## src/rtl/alu_issue_ctrl.sv

```systemverilog
// alu_issue_ctrl: sequential controller that issues one opcode and two 8-bit
// operands to the combinational arithmetic cells. It waits a settle time and
// captures the selected cell result. The result is returned on a valid/ready
// response channel.
//
// Ports:
//   clk, rst                      clock, asynchronous active-high reset
//   req_valid/req_ready           request handshake
//   req_op/req_a/req_b            opcode, operands
//   req_use_acc                   use the accumulator as operand A (optional feature)
//   rsp_valid/rsp_ready           response handshake
//   rsp_data/rsp_err/rsp_op       result, divide-by-zero flag, opcode echo
//   busy                          controller not idle
//   alu_a/alu_b/alu_cmp_cmd       registered drive to the cells
//   alu_sum/minus/mul/quot/rem/flag  cell results
//
// Optional feature: define ALU_ISSUE_ACC_EN to add an 8-bit accumulator.
// An accepted request with req_use_acc=1 then takes operand A from it.
// Non-error ops 0-4 reload it from the low byte of their result.
module alu_issue_ctrl #(
    parameter int unsigned SETTLE_CYCLES = 1
) (
    input  logic        clk,
    input  logic        rst,
    input  logic        req_valid,
    output logic        req_ready,
    input  logic [2:0]  req_op,
    input  logic [7:0]  req_a,
    input  logic [7:0]  req_b,
    input  logic        req_use_acc,
    output logic        rsp_valid,
    input  logic        rsp_ready,
    output logic [15:0] rsp_data,
    output logic        rsp_err,
    output logic [2:0]  rsp_op,
    output logic        busy,
    output logic [7:0]  alu_a,
    output logic [7:0]  alu_b,
    output logic [1:0]  alu_cmp_cmd,
    input  logic [7:0]  alu_sum,
    input  logic [7:0]  alu_minus,
    input  logic [15:0] alu_mul,
    input  logic [7:0]  alu_quot,
    input  logic [7:0]  alu_rem,
    input  logic        alu_flag
);

    localparam int unsigned CNT_W      = 4;
    localparam int unsigned SETTLE_EFF = (SETTLE_CYCLES == 0) ? 1 : SETTLE_CYCLES;

    typedef enum logic [1:0] {IDLE, ISSUE, RESP} state_t;

    state_t             state, state_d;
    logic [CNT_W-1:0]   cnt, cnt_d;
    logic [2:0]         op_q, op_d;
    logic               req_ready_d, rsp_valid_d, rsp_err_d, busy_d;
    logic [15:0]        rsp_data_d;
    logic [2:0]         rsp_op_d;
    logic [7:0]         alu_a_d, alu_b_d;
    logic [1:0]         alu_cmp_cmd_d;
    logic [7:0]         acc, acc_d;
    logic [7:0]         a_src;

`ifdef ALU_ISSUE_ACC_EN
    assign a_src = req_use_acc ? acc : req_a;
`else
    logic unused_use_acc;
    assign unused_use_acc = req_use_acc;
    assign a_src          = req_a;
`endif

    // State and output registers
    always_ff @(posedge clk or posedge rst) begin
        if (rst) begin
            state       <= IDLE;
            cnt         <= '0;
            op_q        <= '0;
            req_ready   <= 1'b1;
            rsp_valid   <= 1'b0;
            rsp_data    <= '0;
            rsp_err     <= 1'b0;
            rsp_op      <= '0;
            busy        <= 1'b0;
            alu_a       <= '0;
            alu_b       <= '0;
            alu_cmp_cmd <= 2'b00;
            acc         <= '0;
        end else begin
            state       <= state_d;
            cnt         <= cnt_d;
            op_q        <= op_d;
            req_ready   <= req_ready_d;
            rsp_valid   <= rsp_valid_d;
            rsp_data    <= rsp_data_d;
            rsp_err     <= rsp_err_d;
            rsp_op      <= rsp_op_d;
            busy        <= busy_d;
            alu_a       <= alu_a_d;
            alu_b       <= alu_b_d;
            alu_cmp_cmd <= alu_cmp_cmd_d;
            acc         <= acc_d;
        end
    end

    // Next-state and next-output logic
    always_comb begin
        state_d       = state;
        cnt_d         = cnt;
        op_d          = op_q;
        req_ready_d   = req_ready;
        rsp_valid_d   = rsp_valid;
        rsp_data_d    = rsp_data;
        rsp_err_d     = rsp_err;
        rsp_op_d      = rsp_op;
        alu_a_d       = alu_a;
        alu_b_d       = alu_b;
        alu_cmp_cmd_d = alu_cmp_cmd;
        acc_d         = acc;

        case (state)
            IDLE: begin
                if (req_valid && req_ready) begin
                    alu_a_d     = a_src;
                    alu_b_d     = req_b;
                    op_d        = req_op;
                    cnt_d       = CNT_W'(SETTLE_EFF - 1);
                    req_ready_d = 1'b0;
                    state_d     = ISSUE;
                    case (req_op)
                        3'd6:    alu_cmp_cmd_d = 2'b01;
                        3'd7:    alu_cmp_cmd_d = 2'b10;
                        default: alu_cmp_cmd_d = 2'b00;
                    endcase
                end
            end
            ISSUE: begin
                if (cnt == '0) begin
                    rsp_valid_d = 1'b1;
                    rsp_op_d    = op_q;
                    rsp_err_d   = 1'b0;
                    state_d     = RESP;
                    case (op_q)
                        3'd0:    rsp_data_d = {8'h00, alu_sum};
                        3'd1:    rsp_data_d = {8'h00, alu_minus};
                        3'd2:    rsp_data_d = alu_mul;
                        3'd3:    rsp_data_d = {8'h00, alu_quot};
                        3'd4:    rsp_data_d = {8'h00, alu_rem};
                        default: rsp_data_d = {15'b0, alu_flag};
                    endcase
                    // Division by zero overrides whatever the cell produced
                    if ((op_q == 3'd3 || op_q == 3'd4) && alu_b == '0) begin
                        rsp_data_d = '0;
                        rsp_err_d  = 1'b1;
                    end
`ifdef ALU_ISSUE_ACC_EN
                    if (op_q <= 3'd4 && !rsp_err_d) begin
                        acc_d = rsp_data_d[7:0];
                    end
`endif
                end else begin
                    cnt_d = cnt - CNT_W'(1);
                end
            end
            RESP: begin
                if (rsp_valid && rsp_ready) begin
                    rsp_valid_d = 1'b0;
                    req_ready_d = 1'b1;
                    state_d     = IDLE;
                end
            end
            default: begin
                state_d     = IDLE;
                rsp_valid_d = 1'b0;
                req_ready_d = 1'b1;
            end
        endcase

        busy_d = (state_d != IDLE);
    end

endmodule

```

## config.mk

```make
export PLATFORM = sky130hd
export DESIGN_NAME = alu_issue_ctrl
export DESIGN_NICKNAME = d
export VERILOG_FILES = /design/src/rtl/alu_issue_ctrl.sv
export SDC_FILE = /design/constraint.sdc
export NUM_CORES = 1
export LEC_CHECK = 0
export CAP_MARGIN = 20
export CORE_ASPECT_RATIO = 0.9
export CORE_MARGIN = 10
export CORE_UTILIZATION = 41
export CTS_CLUSTER_SIZE = 8
export DETAILED_ROUTE_END_ITERATION = 10
export HOLD_SLACK_MARGIN = 0.02
export MAX_ROUTING_LAYER = met4
export PLACE_DENSITY = 0.83
export SYNTH_ARGS = -nofsm -noshare
export SYNTH_HDL_FRONTEND = slang
export SYNTH_SLANG_ARGS = --single-unit
```

## constraint.sdc

```tcl
create_clock -name clk -period 2.5 [get_ports clk]
set_input_delay 0.375 -clock clk [delete_from_list [all_inputs] [get_ports clk]]
set_output_delay 0.375 -clock clk [all_outputs]
set_load 0.03 [all_outputs]
```

# Yosys cells after proc, flatten, opt, wreduce, memory -nomap -nowiden
# Index checks and enable logic that the tools add are counted.
dict set report word_totals {
  regBits 50
  inputBits 73
}
dict set report op_classes {
  addsub 1
  eq_ne 12
  muxes 17
  n_bitwise 2
  reduce_logical 15
}
# op n
set ops {}
lappend ops {{one-hot mux 16 bit (5 select lines)} 1}
lappend ops {{2-to-1 mux 16 bit} 1}
lappend ops {{equality test 3 bit, second input constant} 3}
lappend ops {{AND reduction 3 bit} 3}
lappend ops {{zero test 8 bit} 1}
lappend ops {{2-to-1 mux 4 bit} 2}
lappend ops {{inequality test 2 bit, second input constant} 4}
lappend ops {{one-hot mux 4 bit (2 select lines)} 1}
lappend ops {{equality test 3 x 2 -> 1 bit, second input constant} 2}
lappend ops {{2-to-1 mux 2 bit} 3}
lappend ops {{one-hot mux 1 bit (3 select lines)} 2}
lappend ops {{one-hot mux 2 bit (3 select lines)} 1}
lappend ops {{2-to-1 mux 1 bit} 5}
lappend ops {{zero test 4 bit} 1}
lappend ops {{one-hot mux 2 bit (2 select lines)} 1}
lappend ops {{AND reduction 2 bit} 2}
lappend ops {{nonzero test 2 bit} 2}
lappend ops {{subtractor 4 x 1 -> 4 bit, second input constant} 1}
lappend ops {{equality test 3 x 1 -> 1 bit, second input constant} 1}
lappend ops {{logical AND 1 bit} 3}
lappend ops {{zero test 3 bit} 1}
lappend ops {{equality test 2 x 1 -> 1 bit, second input constant} 1}
lappend ops {{equality test 2 bit, second input constant} 1}
lappend ops {{zero test 2 bit} 1}
lappend ops {{other kinds (2)} 3}

# Longest topological paths before layout
dict set report logic_depth {
  word_depth 4
  depth_mapped 9
}

# Worst setup path after synthesis
# No wires, ideal clock.
dict set report synth_path {
  path_type {reg2reg}
  start {reg req_ready}
  end {reg alu_a[2]}
  t_arrival_ns 1.678
  path_slack_ns 0.697
  stages_incl_launch_ff 5
  path_buffers 2
  period_less_slack_ns 1.803
  path_cell_list {dfstp_2 nor4bb_1 buf_2 buf_2 mux2_2}
}
dict set report synth_between {
  elab_chain_len 2
}
# item line_no
set synth_lines {}
lappend synth_lines {{from (decl)} 26} ;# output logic req_ready,
lappend synth_lines {{from (signal assigned)} 92} ;# req_ready <= req_ready_d;
lappend synth_lines {{logical AND 1 bit} 122} ;# if (req_valid && req_ready) begin
lappend synth_lines {{AND reduction 2 bit (no line)} n/a}
lappend synth_lines {{to (signal assigned)} 98} ;# alu_a <= alu_a_d;
lappend synth_lines {{to (decl)} 37} ;# output logic [7:0] alu_a,
# No other way between the ends.
# A chain may end at the register's enable or synchronous reset.

# Worst setup path after layout
dict set report layout_path {
  start {reg cnt[0]}
  end {reg rsp_data[7]}
}
dict set report layout_between {
  elab_chain_len 2
}
# item line_no
set layout_lines {}
lappend layout_lines {{from (decl)} 54} ;# logic [CNT_W-1:0] cnt, cnt_d;
lappend layout_lines {{from (signal assigned)} 90} ;# cnt <= cnt_d;
lappend layout_lines {{zero test 4 bit} 137} ;# if (cnt == '0) begin
lappend layout_lines {{AND reduction 2 bit (no line)} n/a}
lappend layout_lines {{to (signal assigned)} 94} ;# rsp_data <= rsp_data_d;
lappend layout_lines {{to (decl)} 33} ;# output logic [15:0] rsp_data,
# No other way between the ends.

==> results.toml <==
[clocking]
clkTransAtPathRegs_ns = 0.09
ctsRootBufferMaster = "clkbuf_8"
holdBufCountCts = 0
clock_path_buffers = 2
clkLatencyLatePin_ns = 0.30
cts.sink_count = 50
cts_inserted_buffers = 5
post-cts-setup-buffers = 0
htree_num_levels = 2
tritoncts = "built"
post_cts_resize_count = 0

[detailed_routing]
detail_route.vias_per_cell = 5.29
drt-initial-drc-count = 104
post_drt_wl_per_cell_um = 17.7
remaining_drc_errors = 0
drt_pre_antenna_iters = 5
routed_wl_um = 7200
num_vias = 2149
antenna_violating_nets_left = 0

[power_and_ir_drop]
cellLeakagePower_nw = 1.57
power_per_cell_area_nw_per_um2 = 386
seq_power_share_pct = 56.9
total_power_mw = 1.42
sw_frac_of_total_pct = 21.7
share_clk_of_total_power_pct = 33.0
p_comb_share_pct = 10.1
worst_ir_drop_vdd_uv = 267
internal_power_mw = 1.11
switching_power_uw = 308

[timing]
max_freq_ghz = 0.487
rsz0062_at_grt = "no"
finalCritPeriodShare_pct = 82.2
drv_slew = 0
worst_pin_slew_ns = 0.608
fin_worst_skew_ns = 0.00722
post-route-worst-setup-slack_ns = 0.445
slew_headroom_pct = 59.1
setup_violations = 0
finalHoldViolations = 0
post-route-min-period_ns = 2.06
setup-tns-final_ns = 0
worst_hold_slack_ns = 0.435

[placement]
routabilityCongestion = 0.790
buffer_ports.inserted = 112
detailed_place_hpwl_um = 5560
place_ws_ns = 0.459
placed_cell_area_um2 = 3590

[logic_synthesis]
synth_area_per_cell_um2 = 10.7
ys_types = 38
synthesis.nets = 301
synth-seq-cells = 50
synth-warning-count = 0
postSynthCellCount = 226
syn-cell-area_um2 = 2410
synth_sequential_area_ratio_pct = 51.9

[critical_path]
rr_worst_depth = 7
end_kind = "register"
regToRegSetupSlack_ns = 0.44
cp_slowest_stage_delay_ns = 0.43
critical_path_buf_inv_count = 2
regToRegEndpoint = "rsp_data[7]$_DFFE_PP0P_"
timing.critical_path.required_ns = 2.65
rr_startpoint = "cnt[0]$_DFFE_PP0P_"
crit_path_cell_trace = "inv_1 > ha_1 > or3b_1 > or2_1 > buf_4 > nand2_1 > o21ai_0"
critPathLaunchType = "register"
worst-endpoint-arrival_ns = 2.21
critPathMaxFanout = 14
path_class = "register to register"
critPathSlowestCell = "or3b_1"
path_delay_family = "simple AND/OR/NAND/NOR gates"

[run_status]
run_status = "completed"

[cells_and_area]
mostFrequentLayoutCell = "clkdlybuf4s50_1"
nets = 410
syn_to_final_growth_pct = 52.3
drive_above_1_share_pct = 13.1
num_antenna_cells = 0
final_cell_mix = "clkdlybuf4s50_1 (112), dfrtp_1 (49), nand2_1 (35), mux2_2 (24), a22oi_1 (13)"
filler_cell_count = 474
fin_area_um2 = 3680

[floorplanning]
floorplan.io_pins = 114
design.die.area_um2 = 9360
total_number_of_placement_rows = 26
floorplan.initialDensity_pct = 42.4
fp.coreArea_um2 = 5690
die_width_um = 101
height_of_the_die_um = 92.8

[grt]
global_route.overflow_total = 0
first_global_vias = 2242
grt_pass1_wl_um = 11300
grt_antenna_before_repair = 0
grt_start_max_net_pins = 51
grt_usage_pct = 15.3

[worst_hold_path]
min-delay-path-class = "input pin to asynchronous set/reset pin"

[job]
cap_viol_max_count = 0
==> through the flow <==
step | std cells | utilization, %
after floorplan | 226 | -
after global placement | 398 | 63.0
after detailed placement | 398 | 63.0
after CTS | 406 | 64.6
after global routing | 406 | 64.6
final | 406 | 64.6
==> how the worst max path moves through the flow <==
stage	from	to	slack, ns	cells past startpoint
after detailed placement	cnt[0]$_DFFE_PP0P_	rsp_data[7]$_DFFE_PP0P_	0.46	7
after CTS	cnt[0]$_DFFE_PP0P_	rsp_data[7]$_DFFE_PP0P_	0.43	7
after global placement	cnt[0]$_DFFE_PP0P_	rsp_data[7]$_DFFE_PP0P_	0.53	7
after floorplan	req_ready$_DFFE_PP1P_	alu_a[2]$_DFFE_PP0P_	0.70	4
after global routing	cnt[0]$_DFFE_PP0P_	rsp_data[7]$_DFFE_PP0P_	0.27	6
final	cnt[0]$_DFFE_PP0P_	rsp_data[7]$_DFFE_PP0P_	0.44	7
==> sequential cells by signal (all words and copies together) (netlist names), 2 cells and up <==
register,cells
state,2
rsp_op,3
alu_a,8
op_q,3
alu_b,8
cnt,4
rsp_data,16
alu_cmp_cmd,2
==> tightest hold or removal path, stage by stage <==
cell,delay [ns]
clkdlybuf4s50_1,0.42
inv_2,0.08
buf_12,0.25
==> synth_stat cells <==
cell type	number	area, um2
a211o_1	1	8.76
a21o_1	1	7.51
a21oi_1	5	25.0
a22oi_1	13	97.6
a41oi_1	1	8.76
and3b_1	1	8.76
buf_2	10	50.1
buf_6	4	45.0
clkbuf_1	1	3.75
dfrtp_1	49	1230
dfstp_2	1	26.3
ha_1	2	25.0
inv_1	8	30.0
mux2_2	24	270
mux2i_1	5	50.1
nand2_1	35	131
nand2b_1	2	12.5
nand3_1	11	55.1
nand4_1	1	6.26
nand4b_1	1	8.76
nor2_1	8	30.0
nor2b_1	3	18.8
nor3_1	1	5.00
nor3b_1	1	7.51
nor4_1	2	12.5
nor4bb_1	1	10.0
o211ai_1	1	7.51
o21ai_0	7	35.0
o21ai_1	7	35.0
o21ai_2	2	17.5
o22a_1	8	70.1
o22ai_1	1	6.26
o311ai_1	1	8.76
o31ai_1	1	7.51
or2_1	1	6.26
or2_2	2	12.5
or3b_1	1	8.76
xor2_1	2	17.5
==> routing by layer <==
| metal | vias up | GRT usage (%) | routed length [um] |
|---|---|---|---|
| li1 | 1015 | - | - |
| met4 | 0 | 2.82 | 34 |
| met1 | 1038 | 19.3 | 3310 |
| met2 | 92 | 24.3 | 3310 |
| met3 | 4 | 4.31 | 549 |
| met5 | - | - | 0 |
==> layout make-up <==
| cell class | count | area, um2 | area share, % |
|---|---|---|---|
| timing repair buffer | 117 | 1170 | 31.9 |
| clock buffer | 5 | 68.8 | 1.87 |
| multi-input combinational | 153 | 1050 | 28.5 |
| sequential | 50 | 1250 | 34.1 |
| clock inverter | 3 | 18.8 | 0.511 |
| tap | 70 | 87.6 | 2.38 |
| inverter | 8 | 30.0 | 0.817 |
==> cell families (layout without fill, tap and decap cells) <==
kind of cell / after synthesis / in the layout / share of synthesized area, %
and+or+nand+nor: 71 / 71 / 13.8
buffers and inverters: 23 / 133 / 5.34
muxes: 29 / 29 / 13.3
AOI/OAI and AO/OA: 49 / 49 / 13.9
DFF: 50 / 50 / 51.9
xor gates and xnor gates: 2 / 2 / 0.726
adders and majority gates: 2 / 2 / 1.04
==> power by group through the flow <==
| stage | sequential (mW) | clock (mW) | combinational [mW] |
|---|---|---|---|
| after detailed placement | 0.824 | 0 | 0.144 |
| after global routing | 0.808 | 0.521 | 0.154 |
| after floorplan | 0.824 | 0 | 0.0207 |
| after global placement | 0.824 | 0 | 0.141 |
| after CTS | 0.808 | 0.482 | 0.145 |
| final | 0.808 | 0.469 | 0.143 |
Power figures use the tool's default switching activity.
